--- src/rtl/ring_buf_param.sv ---
// ring_buf_param: parametrised FIFO ring buffer with counter-based occupancy and request/done pulse handshake
//   Optional feature macro: RING_BUF_ERR_FLAG_EN (adds sticky overflow/underflow outputs)
//   clk          in   clock, all state on posedge
//   rst          in   asynchronous active-high reset
//   flush        in   synchronous clear, priority over push/pop
//   i_order      in   push request (level)
//   i_data       in   push data
//   i_done       out  one-cycle pulse, previous push accepted
//   o_order      in   pop request (level)
//   o_data       out  registered pop data, held between pops
//   o_done       out  one-cycle pulse, previous pop succeeded
//   count        out  occupancy 0..DEPTH
//   empty/full   out  count==0 / count==DEPTH
//   almost_full  out  count>=ALMOST_FULL
//   overflow     out  sticky rejected-push flag (macro only)
//   underflow    out  sticky rejected-pop flag (macro only)
`ifndef LEN_RING_BUF_ADDR
`define LEN_RING_BUF_ADDR 2
`endif
module ring_buf_param #(
    parameter int LEN_DATA    = 8,
    parameter int LEN_ADDR    = `LEN_RING_BUF_ADDR,
    parameter int ALMOST_FULL = 2**LEN_ADDR - 1
) (
    input  logic                clk,
    input  logic                rst,
    input  logic                flush,
    input  logic                i_order,
    input  logic [LEN_DATA-1:0] i_data,
    output logic                i_done,
    input  logic                o_order,
    output logic [LEN_DATA-1:0] o_data,
    output logic                o_done,
    output logic [LEN_ADDR:0]   count,
    output logic                empty,
    output logic                full,
`ifdef RING_BUF_ERR_FLAG_EN
    output logic                overflow,
    output logic                underflow,
`endif
    output logic                almost_full
);
    localparam int DEPTH = 2**LEN_ADDR;
    localparam logic [LEN_ADDR:0] DEPTH_C = (LEN_ADDR+1)'(DEPTH);
    localparam logic [LEN_ADDR:0] AF_C    = (LEN_ADDR+1)'(ALMOST_FULL);
    logic [LEN_DATA-1:0] d [DEPTH];
    logic [LEN_ADDR-1:0] i_addr, o_addr;
    logic                push_ok, pop_ok;
    assign empty       = count == '0;
    assign full        = count == DEPTH_C;
    assign almost_full = count >= AF_C;
    // A simultaneous pop frees the slot a full-buffer push needs; a simultaneous
    // push supplies the data an empty-buffer pop needs (bypass).
    assign push_ok = i_order & (~full | o_order);
    assign pop_ok  = o_order & (~empty | i_order);
    always_ff @(posedge clk or posedge rst) begin
        if (rst) begin
            i_addr <= '0;
            o_addr <= '0;
            count  <= '0;
            o_data <= '0;
            i_done <= 1'b0;
            o_done <= 1'b0;
        end else if (flush) begin
            i_addr <= '0;
            o_addr <= '0;
            count  <= '0;
            i_done <= 1'b0;
            o_done <= 1'b0;
        end else begin
            i_done <= push_ok;
            o_done <= pop_ok;
            if (push_ok) i_addr <= i_addr + 1'b1;
            if (pop_ok) begin
                o_addr <= o_addr + 1'b1;
                o_data <= empty ? i_data : d[o_addr];
            end
            count <= count + (LEN_ADDR+1)'(push_ok) - (LEN_ADDR+1)'(pop_ok);
        end
    end
    always_ff @(posedge clk) begin
        if (!flush && push_ok) d[i_addr] <= i_data;
    end
`ifdef RING_BUF_ERR_FLAG_EN
    always_ff @(posedge clk or posedge rst) begin
        if (rst) begin
            overflow  <= 1'b0;
            underflow <= 1'b0;
        end else if (flush) begin
            overflow  <= 1'b0;
            underflow <= 1'b0;
        end else begin
            overflow  <= overflow | (i_order & ~push_ok);
            underflow <= underflow | (o_order & ~pop_ok);
        end
    end
`endif
endmodule

--- config.mk ---
export PLATFORM = sky130hd
export DESIGN_NAME = ring_buf_param
export DESIGN_NICKNAME = d
export VERILOG_FILES = /design/src/rtl/ring_buf_param.sv
export SDC_FILE = /design/constraint.sdc
export NUM_CORES = 1
export LEC_CHECK = 0
export CORE_MARGIN = 3
export CORE_UTILIZATION = 30
export DETAILED_ROUTE_END_ITERATION = 16
export DONT_BUFFER_PORTS = 1
export PLACE_DENSITY = 0.48
export SLEW_MARGIN = 20
export SYNTH_ARGS = -nofsm -noshare
export SYNTH_HDL_FRONTEND = slang
export SYNTH_SLANG_ARGS = --single-unit
--- constraint.sdc ---
create_clock -name clk -period 2.8 [get_ports clk]
set_input_delay 0.42 -clock clk [delete_from_list [all_inputs] [get_ports clk]]
set_output_delay 0.42 -clock clk [all_outputs]
set_load 0.05 [all_outputs]
==> results of run 1 <==
## where the power goes
part / leakage, nW / total, mW / switching [mW] / internal, mW
logic: 0.292 / 0.581 / 0.383 / 0.199
registers: 0.499 / 1.18 / 0.304 / 0.872
clock network: 0.0385 / 0.396 / 0.219 / 0.177
## through the flow
| stage | instances | worst slack (ns) | cell area, um^2 | utilization |
|---|---|---|---|---|
| 5_1_grt | 241 | 0.257 | 2300 | 0.350 |
| 4_1_cts | 241 | 0.413 | 2300 | 0.350 |
| 3_3_place_gp | 233 | 0.515 | 2220 | 0.337 |
| 3_5_place_dp | 233 | 0.436 | 2220 | 0.337 |
| 6_report | 241 | 0.431 | 2300 | 0.350 |
| 2_1_floorplan | 143 | 0.305 | 2120 | - |
## logic make-up after synthesis
family	Yosys count
mux	10
flops	49
xor+xnor	2
compound gates	21
buf+inv	14
fa+ha+maj	7
simple gates	40
## layout by cell type, fill, tap and decap left out, types with 2 or more instances in the layout
master,n
edfxtp_1,32
nand2_1,17
dfrtp_1,17
a21oi_1,9
mux4_2,8
a31oi_1,8
inv_1,6
nor2_1,6
ha_1,6
clkbuf_8,5
and2_1,4
buf_4,4
or3_1,2
nor3b_1,2
nor2b_1,2
o21ai_0,2
nand2b_1,2
clkbuf_1,2
## layer usage
metal	GRT usage	wire, um	share of wire
met5	0	0	0
met4	0.0395	50	0.012
met3	0.0442	237	0.058
met2	0.188	2180	0.53
met1	0.121	1620	0.40
## how the worst max path moves through the flow
stage,from,endpoint,cells past startpoint
3_5_place_dp,count[2],count[1],8
5_1_grt,count[0],count[2],9
2_1_floorplan,count[2],count[1],7
3_3_place_gp,count[2],count[1],8
6_report,count[2],count[1],8
4_1_cts,count[2],count[1],8
## flip-flops by register name, summed over array words and instances, names as in the netlist
name	cells
o_addr	2
o_data	8
d	32
count	3
i_addr	2
i_done	1
o_done	1
## cell type report
type	count	area, um^2
well taps	93	116
multi-input cells	80	654
inverters	7	28.8
repair buffers	4	30.0
fillers	633	4270
flip-flops and latches	49	1390
clock inverters	1	7.51
clock buffers	7	76.3
==> flow_metrics.tcl, run 1 <==
set metrics [dict create \
    outcome "complete, no violations" \
    antenna_found_initial 0 \
    finClkSkew_ns 0.00246 \
    portBuffers 0 \
    fin_crit_ns 2.37 \
    dieArea_mm2 0.00808 \
    leakagePower_nw 0.830 \
    yosysTopAreaCell "edfxtp_1" \
    cts_tree "built" \
    synth-compound-area-share 0.0575 \
    ant_nets 0 \
    core_mm2 0.00657 \
    cts_sinks 49 \
    avgSynthCellArea_um2 14.8 \
    rows 29 \
    grt-ovfl-total 0 \
    cts_hold_buffers 0 \
    ys_top_cells_by_area "edfxtp_1 45%, dfrtp_1 20%, mux4_2 8.5%" \
    critical_path.top_delay_family "simple AND/OR/NAND/NOR gates" \
    dr.pass1.iters 4 \
    initial_core_util 0.322 \
    setup_viol 0 \
    cts_resized 0 \
    fin_tns_setup_ns 0 \
    crit_chain "or3_1, inv_4, nor3b_1, a21o_1, ha_1, inv_1, fa_1, nor2_1" \
    r2r_cells 8 \
    cp_num_buf_inv 2 \
    reg2reg_from "count[2]" \
    globalplace.congestion 0.740 \
    grt_setup_unrepaired "no" \
    synth_cell_types 32 \
    die_h_um 89.9 \
    cpPeakStageDelay_ns 0.58 \
    relSlewSlack 0.556 \
    vias 1107 \
    drv_cap 0 \
    grt_pass1_wl_um 6620 \
    yosys.area.top_type_share 0.455 \
    n_antenna_cell 0 \
    syn_to_final_growth_pct 8.89 \
    grt_pass1_vias 1242 \
    r2r_slack_ns 0.43 \
    cts_buffers 5 \
    synthSimpleGateAreaFrac 0.101 \
    worst_r2r_endpoint "count[1]" \
    synth_cells 143 \
    yosys.area_share.adder 0.0450 \
    hold_slack_ns 0.0978 \
    min_period_over_period 0.846 \
    grt_use_total 0.109 \
    power_density_mw_per_mm2 937 \
    synthTopCellsByCount "32 x edfxtp_1, 17 x dfrtp_1, 17 x nand2_1" \
    final_nets 167 \
    drc_errors 0 \
    synth_top_family_by_area "simple AND/OR/NAND/NOR gates" \
    end_kind "flop" \
    synth-xor-area-share 0.00829 \
    worstSkewPairLatency_ns 0.30 \
    critPathRequiredTime_ns 3.03 \
    vias_per_cell 4.59 \
    drt-total-wl_um 4080 \
    netlist_area_mm2 0.00211 \
    cts.path.max_buffers 2 \
    max_freq_ghz 0.422 \
    synth.most_common_cell "edfxtp_1" \
    drv_slew 0 \
    htreeDepth 2 \
    start_kind "flop" \
    synth_seq_cells 49 \
    grt_max_degree 18 \
    wl_per_cell_um 16.9 \
    hold_viol_final 0 \
    cp_max_fo 10 \
    postCtsSetupBuffers 0 \
    ys.flop_type "edfxtp_1" \
    cts_root_buf "clkbuf_8" \
    hp-class "in -> async" \
    worstMarginPinSlew_ns 0.665 \
    critPathKind "reg -> reg" \
    clk_pin_slew_ns 0.08 \
    io-pin-count 29 \
    muxShareOfSynthArea 0.0954 \
    ir_worst_vdd_mv 0.269 \
    drt_iter0_drc 86 \
    critPathArrivalTime_ns 2.60 \
    synth-edff-count 32 \
    power_mw 2.15 \
    seq_area_frac_synth 0.656 \
    fp.dieW_um 89.9 \
    final_layout_size_suffix_gt1_frac 0.162 \
    dp.final_hpwl_um 2960 \
    cpMaxStageDelayCell "or3_1" \
    ys_warn_count 0 \
    syn_nets 163 \
    async_reset_ff_frac 0.347 \
]
Power figures use the tool's default switching activity.
==> run 2, diff against run 1 <==
==> constraint.sdc (replaced) <==
create_clock -name clk -period 2.4 [get_ports clk]
set_input_delay 0.36 -clock clk [delete_from_list [all_inputs] [get_ports clk]]
set_output_delay 0.36 -clock clk [all_outputs]
set_load 0.05 [all_outputs]
==> flow_metrics.tcl, run 2 (synthesis results as in run 1) <==
set metrics [dict create \
    outcome "complete, no violations" \
    ir_worst_vdd_mv 0.382 \
    final_nets 169 \
    hold_viol_final 0 \
    setup_viol 0 \
    end_kind "flop" \
    leakagePower_nw 0.856 \
    drv_slew 0 \
    cts_hold_buffers 0 \
    cp_num_buf_inv 2 \
    initial_core_util 0.322 \
    cts_root_buf "clkbuf_8" \
    cpPeakStageDelay_ns 0.45 \
    final_common_cell "edfxtp_1" \
    critPathRequiredTime_ns 2.62 \
    hp-class "in -> async" \
    met3_length_um 253 \
    critPathKind "reg -> reg" \
    crit_cells 9 \
    fillerInstances 644 \
    wl_per_cell_um 16.7 \
    die_h_um 89.9 \
    largest_reg_flops 32 \
    grt_pass1_vias 1230 \
    wl_met2_um 2020 \
    most-common-layout-cells "32 x edfxtp_1, 17 x nand2_1, 15 x dfrtp_1" \
    finClkSkew_ns 0.00493 \
    relSlewSlack 0.560 \
    htreeDepth 2 \
    drt_iter0_drc 79 \
    reg_top3 "d: 32 flops, o_data: 8 flops, count: 3 flops" \
    power_density_mw_per_mm2 1140 \
    grt-ovfl-total 0 \
    portBuffers 0 \
    fp.dieW_um 89.9 \
    ant_nets 0 \
    worstSkewPairLatency_ns 0.29 \
    cts_tree "built" \
    rows 29 \
    globalplace.congestion 0.766 \
    vias 1120 \
    r2r_cells 9 \
    cts_sinks 49 \
    fin_area_mm2 0.00236 \
    cts.path.max_buffers 2 \
    cpMaxStageDelayCell "dfrtp_1" \
    routed.top_layer "met4" \
    critPathArrivalTime_ns 2.28 \
    worst_r2r_endpoint "count[2]" \
    grt_use_total 0.106 \
    core_mm2 0.00657 \
    postCtsSetupBuffers 0 \
    syn_to_final_growth_pct 11.6 \
    regMostFlops "d" \
    critical_path.top_delay_family "simple AND/OR/NAND/NOR gates" \
    final_layout_size_suffix_gt1_frac 0.193 \
    cts_buffers 5 \
    start_kind "flop" \
    dp.final_hpwl_um 2910 \
    dieArea_mm2 0.00808 \
    drt-total-wl_um 4070 \
    n_antenna_cell 0 \
    dr.pass1.iters 4 \
    placed_cell_area_mm2 0.00224 \
    io-pin-count 29 \
    clk_pin_slew_ns 0.09 \
    grt_max_degree 18 \
    worstMarginPinSlew_ns 0.660 \
    r2r_slack_ns 0.34 \
    grt_setup_unrepaired "no" \
    met1_length_um 1770 \
    grt_pass1_wl_um 6580 \
    drc_errors 0 \
    reg2reg_from "count[2]" \
    cp_max_fo 7 \
    fin_crit_ns 2.06 \
    fin_tns_setup_ns 0 \
    drv_cap 0 \
    vias_per_cell 4.61 \
    max_freq_ghz 0.486 \
    crit_chain "or3_1, inv_4, nor3b_1, a21o_1, ha_1, inv_1, fa_1, xor2_1, nor2_1" \
    cts_resized 0 \
    min_period_over_period 0.857 \
    antenna_found_initial 0 \
]
## run 2: final cells by class
type	count	area, um^2	share of cell area
sequential	49	1390	0.589
multi-input combinational	80	661	0.280
tap	93	116	0.0494
clock buffer	7	86.3	0.0366
timing repair buffer	6	45.0	0.0191
clock inverter	1	30.0	0.0127
inverter	7	28.8	0.0122
## run 2: per-layer routing
layer | track usage | up-vias
met5 | 0 | -
met3 | 0.0401 | 2
met1 | 0.130 | 567
met2 | 0.177 | 23
met4 | 0.0268 | 0
li1 | - | 528
## run 2: how the worst max path moves through the flow
stage               endpoint     start
floorplan           count[2]  count[2]
global placement    count[1]  count[2]
detailed placement  count[2]  count[2]
CTS                 count[2]  count[2]
global route        count[2]  count[2]
finish              count[2]  count[2]
## run 2: stage by stage
step / std cells / hold slack [ns] / total power, mW / utilization / worst slack (ns)
floorplan: 143 / 0.286 / 1.95 / - / 0.00555
global placement: 235 / 0.378 / 2.11 / 0.341 / 0.491
detailed placement: 235 / 0.403 / 2.14 / 0.341 / 0.334
CTS: 243 / 0.0801 / 2.73 / 0.359 / 0.312
global route: 243 / 0.0972 / 2.84 / 0.359 / 0.156
finish: 243 / 0.0408 / 2.69 / 0.359 / 0.344
## run 2: power by group
group	leakage, nW	switching [mW]	internal, mW
combinational	0.301	0.426	0.264
sequential	0.496	0.382	1.02
clock	0.0585	0.255	0.340
total	0.856	1.06	1.62
